$ cat src/rtl/distance_filter_pkg.sv
// Shared types, default constants and the median-of-3 helper for the distance filter.
package distance_filter_pkg;

    localparam int unsigned CYC_PER_CM  = 2900;
    localparam int unsigned NEAR_CM     = 20;
    localparam int unsigned HYST_CM     = 3;
    localparam int unsigned TIMEOUT_CYC = 9001500;

    localparam int unsigned CNT_W = 20;
    localparam int unsigned DIV_W = 12;
    localparam int unsigned CM_W  = 8;

    typedef enum logic [1:0] {
        StIdle,
        StDiv,
        StMedian,
        StOut
    } state_e;

    function automatic logic [CM_W-1:0] median3(input logic [CM_W-1:0] a,
                                                input logic [CM_W-1:0] b,
                                                input logic [CM_W-1:0] c);
        logic [CM_W-1:0] lo;
        logic [CM_W-1:0] hi;
        lo = (a < b) ? a : b;
        hi = (a < b) ? b : a;
        if (c < lo) begin
            return lo;
        end else if (c > hi) begin
            return hi;
        end else begin
            return c;
        end
    endfunction

endpackage

$ cat src/rtl/distance_filter_divider.sv
// Restoring divider, one quotient bit per cycle. done is high in the cycle that
// performs the final iteration, so quotient is complete from the following cycle.
module seq_divider #(
    parameter int unsigned N_W = 20,
    parameter int unsigned D_W = 12
) (
    input  logic           clk,
    input  logic           rst,
    input  logic           start,
    input  logic [N_W-1:0] dividend,
    input  logic [D_W-1:0] divisor,
    output logic [N_W-1:0] quotient,
    output logic           done
);
    localparam int unsigned CW = $clog2(N_W);

    // quo_q shifts dividend bits out of the top while quotient bits enter at the bottom
    logic [N_W-1:0] quo_q;
    logic [D_W-1:0] rem_q;
    logic [CW-1:0]  cnt_q;
    logic           busy_q;
    logic [D_W:0]   rem_shift;
    logic           fits;
    logic [D_W-1:0] rem_next;

    assign rem_shift = {rem_q, quo_q[N_W-1]};
    assign fits      = rem_shift >= {1'b0, divisor};
    assign rem_next  = fits ? D_W'(rem_shift - {1'b0, divisor}) : rem_shift[D_W-1:0];
    assign quotient  = quo_q;
    assign done      = busy_q && (cnt_q == CW'(N_W - 1));

    always_ff @(posedge clk) begin
        if (rst) begin
            quo_q  <= '0;
            rem_q  <= '0;
            cnt_q  <= '0;
            busy_q <= 1'b0;
        end else if (start) begin
            quo_q  <= dividend;
            rem_q  <= '0;
            cnt_q  <= '0;
            busy_q <= 1'b1;
        end else if (busy_q) begin
            quo_q <= {quo_q[N_W-2:0], fits};
            rem_q <= rem_next;
            cnt_q <= cnt_q + 1'b1;
            if (done) begin
                busy_q <= 1'b0;
            end
        end
    end

endmodule

$ cat src/rtl/distance_filter.sv
// Converts ultrasonic echo counts to cm, median-filters them, and flags near
// obstacles with hysteresis plus a stale-data timeout.
module distance_filter #(
    parameter int unsigned CYC_PER_CM  = distance_filter_pkg::CYC_PER_CM,
    parameter int unsigned NEAR_CM     = distance_filter_pkg::NEAR_CM,
    parameter int unsigned HYST_CM     = distance_filter_pkg::HYST_CM,
    parameter int unsigned TIMEOUT_CYC = distance_filter_pkg::TIMEOUT_CYC
) (
    input  logic        clk,
    input  logic        rst,
    input  logic [19:0] i_distance,
    input  logic        i_m_end,
    output logic [7:0]  o_dist_cm,
    output logic        o_dist_valid,
    output logic        o_obstacle,
    output logic        o_stale,
    output logic        o_busy
);
    import distance_filter_pkg::*;

    localparam int unsigned TW       = $clog2(TIMEOUT_CYC + 1);
    localparam logic [TW-1:0] TMAX   = TW'(TIMEOUT_CYC);
    localparam logic [TW-1:0] TMAX_1 = TW'(TIMEOUT_CYC - 1);
    localparam logic [7:0] NEAR_TH   = 8'(NEAR_CM);
    localparam logic [7:0] CLEAR_TH  = 8'(NEAR_CM + HYST_CM);
    localparam logic [DIV_W-1:0] DIVISOR = DIV_W'(CYC_PER_CM);

    state_e          state_q;
    logic            i_m_end_d;
    logic            edge_det;
    logic            accept;
    logic            div_done;
    logic [CNT_W-1:0] quo;
    logic [7:0]      q_sat;
    logic [7:0]      result;
    // Two previous samples; with the incoming quotient they form the 3-entry window
    logic [7:0]      win0_q;
    logic [7:0]      win1_q;
    logic [1:0]      win_cnt_q;
    logic [TW-1:0]   to_cnt_q;
    logic            stale_set;

    assign edge_det  = i_m_end & ~i_m_end_d;
    assign accept    = edge_det && (state_q == StIdle);
    assign q_sat     = (quo > CNT_W'(255)) ? 8'd255 : quo[7:0];
    assign result    = (win_cnt_q < 2'd2) ? q_sat : median3(q_sat, win0_q, win1_q);
    // An accepted edge in the saturating cycle keeps stale low
    assign stale_set = !accept && (to_cnt_q == TMAX_1);

    seq_divider #(
        .N_W(CNT_W),
        .D_W(DIV_W)
    ) u_div (
        .clk     (clk),
        .rst     (rst),
        .start   (accept),
        .dividend(i_distance),
        .divisor (DIVISOR),
        .quotient(quo),
        .done    (div_done)
    );

    always_ff @(posedge clk) begin
        if (rst) begin
            state_q      <= StIdle;
            i_m_end_d    <= 1'b0;
            o_dist_cm    <= '0;
            o_dist_valid <= 1'b0;
            o_obstacle   <= 1'b0;
            o_stale      <= 1'b0;
            o_busy       <= 1'b0;
            win0_q       <= '0;
            win1_q       <= '0;
            win_cnt_q    <= '0;
            to_cnt_q     <= '0;
        end else begin
            i_m_end_d    <= i_m_end;
            o_dist_valid <= 1'b0;

            if (accept) begin
                to_cnt_q <= '0;
            end else if (to_cnt_q != TMAX) begin
                to_cnt_q <= to_cnt_q + 1'b1;
            end

            if (stale_set) begin
                o_stale    <= 1'b1;
                o_obstacle <= 1'b1;
                win_cnt_q  <= '0;
            end

            unique case (state_q)
                StIdle: begin
                    if (accept) begin
                        state_q <= StDiv;
                        o_busy  <= 1'b1;
                    end
                end
                StDiv: begin
                    if (div_done) begin
                        state_q <= StMedian;
                    end
                end
                StMedian: begin
                    win0_q       <= q_sat;
                    win1_q       <= win0_q;
                    win_cnt_q    <= (win_cnt_q == 2'd3) ? 2'd3 : win_cnt_q + 2'd1;
                    o_dist_cm    <= result;
                    o_dist_valid <= 1'b1;
                    o_stale      <= 1'b0;
                    if (result < NEAR_TH) begin
                        o_obstacle <= 1'b1;
                    end else if (result >= CLEAR_TH) begin
                        o_obstacle <= 1'b0;
                    end
                    state_q <= StOut;
                end
                StOut: begin
                    state_q <= StIdle;
                    o_busy  <= 1'b0;
                end
                default: state_q <= StIdle;
            endcase
        end
    end

endmodule

$ cat config.mk
export PLATFORM = sky130hd
export DESIGN_NAME = distance_filter
export DESIGN_NICKNAME = d
export VERILOG_FILES = /design/src/rtl/distance_filter_pkg.sv /design/src/rtl/distance_filter_divider.sv /design/src/rtl/distance_filter.sv
export SDC_FILE = /design/constraint.sdc
export NUM_CORES = 1
export LEC_CHECK = 0
export BUFFER_PORTS_ARGS = -buffer_cell sky130_fd_sc_hd__buf_4
export CAP_MARGIN = 20
export CELL_PAD_IN_SITES_DETAIL_PLACEMENT = 1
export CELL_PAD_IN_SITES_GLOBAL_PLACEMENT = 2
export CORE_MARGIN = 4
export CORE_UTILIZATION = 30
export CTS_CLUSTER_DIAMETER = 60
export DETAILED_ROUTE_END_ITERATION = 16
export GPL_ROUTABILITY_DRIVEN = 0
export PLACE_DENSITY_LB_ADDON = 0.1
export SYNTH_ARGS = -nofsm -noshare
export SYNTH_HDL_FRONTEND = slang
export SYNTH_SLANG_ARGS = --single-unit
$ cat constraint.sdc
create_clock -name clk -period 4.08 [get_ports clk]
set_clock_uncertainty 0.1 [all_clocks]
set_input_delay 0.408 -clock clk [delete_from_list [all_inputs] [get_ports clk]]
set_output_delay 0.408 -clock clk [all_outputs]
set_load 0.1 [all_outputs]
==> impl_results.md, run 1 <==
* Design internal power at between 0.003 and 0.004 W
* Crit-path max cell delay at about 0.36 ns
* Post-CTS Hold Buffers at 0
* Status: complete, but fails checks
* Number of synthesized flops with an enable pin at 0
* HPWL after DPL at 11760 µm
* Die height at ~140 µm
* CTS H-tree lvls at 3
* Die Area at 0.02006 mm²
* 1st-iter DRT viols at 259
* FF-to-FF path depth at 21
* Core area at roughly 0.017 mm²
* Hold-critical path endpoint: i_m_end_d
* VDD IR-drop max at roughly 390 µV
* Die Span X at 141.6 µm
* Post-layout instance area at 0.007408 mm²
* Final Hold Viols at 0
* Register share of total power at between 20 and 25%
* Most used cell, CP: buf_4
* Detailed-route via count at ~5000
* Rows at between 40 and 50
* Critical path arrival at about 4.8 ns
* Fin crit period at approximately 4.7 ns
* Post-synth top area share at ~35%
* CP max-delay cell: dfxtp_4
* # IOs at 35
* Critical Path RT at roughly 4.2 ns
* CTS root buf: clkbuf_16
* Routed vias/inst at 5.137
* Maxcap violations at 0
* Startpoint Class: flop
* Yosys reg bits at between 90 and 100
* Global route overflow at 0
* Syn_area_per_cell at 8.504 µm²
* Worst Hold Launch: i_m_end
* RSZ-0062 raised after global routing: true
* Final period utilization at 114.4%
* R2R Path End: o_obstacle
* Most numerous cell in the Yosys netlist: nor2_1
* Reg2reg start: u_div.quotient[11]
* Clk sinks at between 90 and 100
* Post-placement cell area at between 0.006 and 0.007 mm²
* Leakage at roughly 2.8 nW
* Initial antenna violation count at 0
* Fin worst setup slack at -0.5860 ns
* Switch share at between 40% and 50%
* Vias in the first global route at just over 5000
* Fin nets at 796
* Area delta synth->final at 38.28%
* Sw power at roughly 0.0025 W
* Reg clk slew, reported paths at around 0.07 ns
* CTS Buffer Depth at 2
* Synth async-reset ratio at 0%
* Fill cells at a little over 2000
* TritonCTS clock tree: yes
* Synth top area cells: dfxtp_1, nor2_1, ha_1
* Worst Max-Slew Pin Slew at just under 0.8 ns
* Gate power share at 63.1%
* Final wirelength at 16970 µm
* Max-slew violations at 0
* Clk network pwr share at 15.1%
* Place WS at -1.015 ns
* CP max FO at 7
* GRT Resource Usage Total at between 10% and 20%
* Worst-path cell chain: nor4_4 -> nand3_4 -> buf_6 -> or2_4 -> ha_4 -> buf_4 -> a21oi_4 -> o21ai_2 -> buf_4 -> nor3_4 -> a21oi_4 -> ha_4 -> a211o_1 -> buf_4 -> nor4_4 -> and2_4 -> o21ai_0 -> nor2_1 -> o211ai_1 -> a221oi_2 -> o31ai_2
* Setup violations, final at 9
* Final ANT Viol Nets at 0
* Synth warn at 0
* Yosys cell types at 65
* Post-Syn Instances at 630
* Max transition margin at 46.94%
* Pre-antenna DRT Iters at 4
* Commonest cells post-synth: nor2_1, dfxtp_1, a211oi_1
* F_max at 214.3 MHz
* Critical Path End Type: flop
* Syn_nets at 684
* Synth Flop Type: dfxtp_1
* Diode count at 0
* Clock Latency Late Sink at 0.36 ns
* PD cells at just under 800 mW/mm²
* IO buf count at 34
* Post-Synthesis Cell Area at ~0.0054 mm²
* Hold path cells at 3
* CP Buf/Inv Count at 4
* Worst R2R Setup Slack at -0.59 ns
* Sequential cell area fraction in the yosys report at between 30% and 40%
* WL/cell at roughly 17 µm
* Fraction of layout cells with a size suffix above 1 at approximately 34%
* Area leader, netlist: dfxtp_1
* First-pass GRT wire length at approximately 28000 µm
* # DRC at 0
* Hold Path Class: in -> reg
* Type of the worst setup path: reg -> reg
* Largest net degree at the start of global routing at 57
* CTS Buf Count at 9
* Delay-heaviest family, CP: compound AO/OA/AOI/OAI gates
* Failing checks: setup timing
* Starting Density at between 30 and 40%
flip-flops by register name, indices dropped and copies added, names as in the netlist:
name / cells
u_div.cnt_q: 5
o_busy: 1
o_dist_valid: 1
win_cnt_q: 2
state_q: 2
u_div.rem_q: 12
i_m_end_d: 1
u_div.quotient: 20
o_dist_cm: 8
u_div.busy_q: 1
o_stale: 1
win1_q: 8
win0_q: 8
o_obstacle: 1
to_cnt_q: 24
cell usage in the layout (no fill, tap or decap), types with 10 or more instances in the layout:
master	Yosys	routed
ha_1	31	20
nand3_1	21	15
dfxtp_1	95	88
xor2_1	25	25
a211oi_1	42	39
nand2_1	31	29
mux2i_1	34	33
inv_1	26	26
o21ai_0	16	16
buf_4	0	124
a21oi_1	31	16
nor2_1	113	102
buf_6	2	10
worst max path at each step:
stage	startpoint	to	slack, ns	cells past startpoint
after global routing	u_div.quotient[11]	o_obstacle	-0.87	23
final	u_div.quotient[11]	o_obstacle	-0.59	21
after floorplan	u_div.quotient[10]	o_obstacle	-0.28	21
after global placement	u_div.quotient[8]	o_obstacle	-0.94	20
after CTS	u_div.quotient[12]	o_obstacle	-0.51	22
after detailed placement	u_div.quotient[8]	o_obstacle	-1.02	19
cell type report:
class | count | area [µm²] | area share [%]
well taps | 225 | 281.5 | 3.800
clock buffers | 11 | 252.7 | 3.412
multi-input cells | 474 | 3745 | 50.55
inverters | 26 | 97.59 | 1.317
repair buffers | 136 | 1079 | 14.56
flip-flops and latches | 95 | 1913 | 25.82
clock inverters | 5 | 40.04 | 0.5404
routing by layer:
metal	vias up	share of wire [%]	track usage, %
met5	-	0	0
met2	76	47	27.66
met3	32	3.3	3.977
met1	2419	48	22.97
met4	0	2.2	5.101
li1	2466	-	-
power by group through the flow:
| stage | combinational [W] | clock [W] | sequential [W] |
|---|---|---|---|
| after floorplan | 0.00140 | 0 | 0.00143 |
| after global placement | 0.00254 | 0 | 0.00124 |
| after detailed placement | 0.00258 | 0 | 0.00125 |
| after CTS | 0.00328 | 0.000903 | 0.00124 |
| after global routing | 0.00388 | 0.000937 | 0.00127 |
| final | 0.00361 | 0.000865 | 0.00124 |
logic make-up after synthesis:
| group | after synthesis | share of synthesized area, % |
|---|---|---|
| xor+xnor | 32 | 5.231 |
| buf+inv | 61 | 5.138 |
| compound gates | 139 | 17.87 |
| simple gates | 238 | 22.68 |
| flops | 95 | 35.50 |
| mux | 34 | 6.352 |
| fa+ha+maj | 31 | 7.240 |
metrics by stage:
step           cells  hold slack, ns  setup TNS, ns  util, %  total power [W]
6_report         972          0.2040         -3.983    42.54         0.005714
3_3_place_gp     934          0.3500         -6.398    36.53         0.003786
2_1_floorplan    630          0.3314        -0.5438        -         0.002826
3_5_place_dp     934          0.3578         -7.229    36.53         0.003833
5_1_grt          972          0.1925         -6.409    42.54         0.006081
4_1_cts          966          0.1852         -3.800    41.01         0.005427
worst min-delay path, cell delays in order:
cell and delay (ns):
buf_4 0.09, inv_1 0.04, nor2_1 0.09
what timing repair did:
action,in CTS,in global routing
setup buffers,16,7
hold endpoints to repair,0,0
pin swaps,32,30
setup endpoints to repair,9,9
resized for setup,73,42
Power figures use the tool's default switching activity.
==> run 2, diff against run 1 <==
- PLACE_DENSITY: default -> 0.68
- PLACE_DENSITY_LB_ADDON: 0.1 -> default
- SETUP_SLACK_MARGIN: default -> 0.02
- SKIP_CTS_REPAIR_TIMING: default -> 1
==> run 2 against run 1 <==
The run still ends with setup timing left. Worst hold slack worse by 0.017 ns. First-iteration DRC count decreased by 20%. Die area stayed put. Worst setup slack worse by 0.052 ns. Total power down 8.9%. Maximum frequency decreased by 1.1%. Largest cell class unchanged. Largest power group unchanged.
==> impl_results.md, run 2 (synthesized netlist as in run 1, its figures left out) <==
* Critical Path End Type: flop
* Final ANT Viol Nets at 0 (unchanged)
* Type of the worst setup path: reg -> reg
* Max transition margin at 57.08% (+10 points)
* TritonCTS clock tree: yes
* Die Area at 0.02006 mm² (unchanged)
* Setup violations, final at 9 (unchanged)
* CTS H-tree lvls at 3 (unchanged)
* Commonest non-fill, non-tap cell in the layout: buf_4
* Reg clk slew, reported paths at 0.07 ns (about the same)
* Detailed-route via count at 4938 (-1.1%)
* Area delta synth->final at 31.36%
* Max-slew violations at 0 (unchanged)
* Worst-path cell chain: nor4_4 -> nand3_4 -> or2_4 -> ha_4 -> a21oi_1 -> o21a_1 -> buf_4 -> nand3_1 -> o21ai_1 -> ha_1 -> a21o_1 -> a21oi_1 -> buf_4 -> a21oi_2 -> and2_4 -> buf_4 -> nand4b_1 -> o221ai_2 -> o211ai_1 -> a221oi_2 -> o31ai_2
* VDD IR-drop max at 389.3 µV (+0.68%)
* Leakage at 2.748 nW (-1.2%)
* Fin Hold WS at 0.1866 ns (-0.01742 ns)
* 1st-iter DRT viols at 207 (-20%)
* Die height at 141.6 µm (unchanged)
* Commonest non-fill, non-tap cells in the layout: buf_4, nor2_1, dfxtp_1
* Status: complete, but fails checks
* Place WS at -0.8285 ns (+0.1866 ns)
* Largest register FFs at 24 (unchanged)
* # IOs at 35 (unchanged)
* Post-layout instance area at 0.007038 mm² (-5.0%)
* Most used cell, CP: buf_4
* First-pass GRT wire length at 26320 µm (-4.8%)
* PD cells at 739.8 mW/mm² (-4.1%)
* F_max at 211.9 MHz (-1.1%)
* Worst Max-Slew Pin Slew at 0.6439 ns (-0.1510 ns)
* GRT Resource Usage Total at 16.19% (-0.98 points)
* Critical Path RT at 4.20 ns (about the same)
* CTS Buffer Depth at 2 (unchanged)
* Critical path arrival at 4.84 ns (+0.05 ns)
* Diode count at 0 (unchanged)
* CP max-delay cell: o21a_1
* Final Hold Viols at 0 (unchanged)
* Pre-antenna DRT Iters at 4 (unchanged)
* Crit-path max cell delay at 0.39 ns (+0.03 ns)
* Initial antenna violation count at 0 (unchanged)
* Fraction of layout cells with a size suffix above 1 at 28.46% (-5.8 points)
* # DRC at 0 (unchanged)
* Non-Filler Instances at 970 (-0.21%)
* Fill cells at 2060 (+1.5%)
* Area of the multi-input gates at 0.003432 mm² (-8.4%)
* Clk sinks at 95 (unchanged)
* Final period utilization at 115.6% (+1.3 points)
* Maxcap violations at 0 (unchanged)
* Sequential cell area at 0.001906 mm² (-0.39%)
* Global route overflow at 0 (unchanged)
* Tot Pwr at 0.005207 W (-8.9%)
* Startpoint Class: flop
* Rows at 48 (unchanged)
* RSZ-0062 raised after global routing: true
* HPWL after DPL at 11870 µm (+0.96%)
* Fin crit period at 4.718 ns (+0.05230 ns)
* Hold Path Class: in -> reg
* Vias in the first global route at 5151 (-0.48%)
* CP max FO at 8 (+1)
* Failing checks: setup timing
* Routed vias/inst at 5.091 (-0.90%)
* Largest reg by FF count: to_cnt_q
* Largest net degree at the start of global routing at 57 (unchanged)
* Die Span X at 141.6 µm (unchanged)
* Post-placement cell area at 0.006427 mm² (+1.0%)
* CTS root buf: clkbuf_16
* Fin nets at 794 (-0.25%)
* IO buf count at 34 (unchanged)
* Final wirelength at 16160 µm (-4.8%)
* CTS Buf Count at 9 (unchanged)
* WL/cell at 16.66 µm (-4.6%)
* Core area at 0.01742 mm² (unchanged)
* Clock Latency Late Sink at 0.36 ns (about the same)
* Fin worst setup slack at -0.6383 ns (-0.05231 ns)
* Cells after DPL at 941 (+0.75%)
* Starting Density at 30.76% (unchanged)
## run 2: through the flow
stage / TNS, ns / util [%]
2_1_floorplan: -0.5396 / -
3_3_place_gp: -6.229 / 36.90
3_5_place_dp: -6.570 / 36.90
4_1_cts: -7.026 / 38.53
5_1_grt: -6.916 / 40.41
6_report: -4.481 / 40.41
## run 2: where the power goes
part / internal (W) / switching [W] / leakage, nW
clock network: 0.000436 / 0.000389 / 0.134
logic: 0.00144 / 0.00171 / 1.84
registers: 0.00108 / 0.000151 / 0.774
## run 2: path summary, 6_finish.rpt
check               startpoint               to  slack, ns  depth (start not counted)
max          u_div.quotient[8]       o_obstacle      -0.64                         21
min                    i_m_end        i_m_end_d       0.19                          3
max reg2reg  u_div.quotient[8]       o_obstacle      -0.64                         21
min reg2reg    u_div.rem_q[11]  u_div.rem_q[11]       0.36                          2
## run 2: routing by layer
metal  global-route usage, %  routed length (µm)
met3                   2.326                 471
met1                   21.70                7790
met4                   5.455                 209
met5                       0                   0
met2                   26.76                7691
## run 2: worst max-delay path, delay by kind of cell, from the launching register on
kind,cells,cell delay (ns)
compound gates,10,1.93
fa+ha+maj,2,0.42
buf+inv,3,0.46
flops,1,0.33
simple gates,6,1.35
## run 2: layout make-up
class                           count  share of cell area, %
Tap cell                          225                  4.000
Sequential cell                    95                  27.08
Clock inverter                      5                 0.5689
Timing Repair Buffer              133                  14.76
Inverter                           26                  1.387
Multi-Input combinational cell    475                  48.76
Clock buffer                       11                  3.449
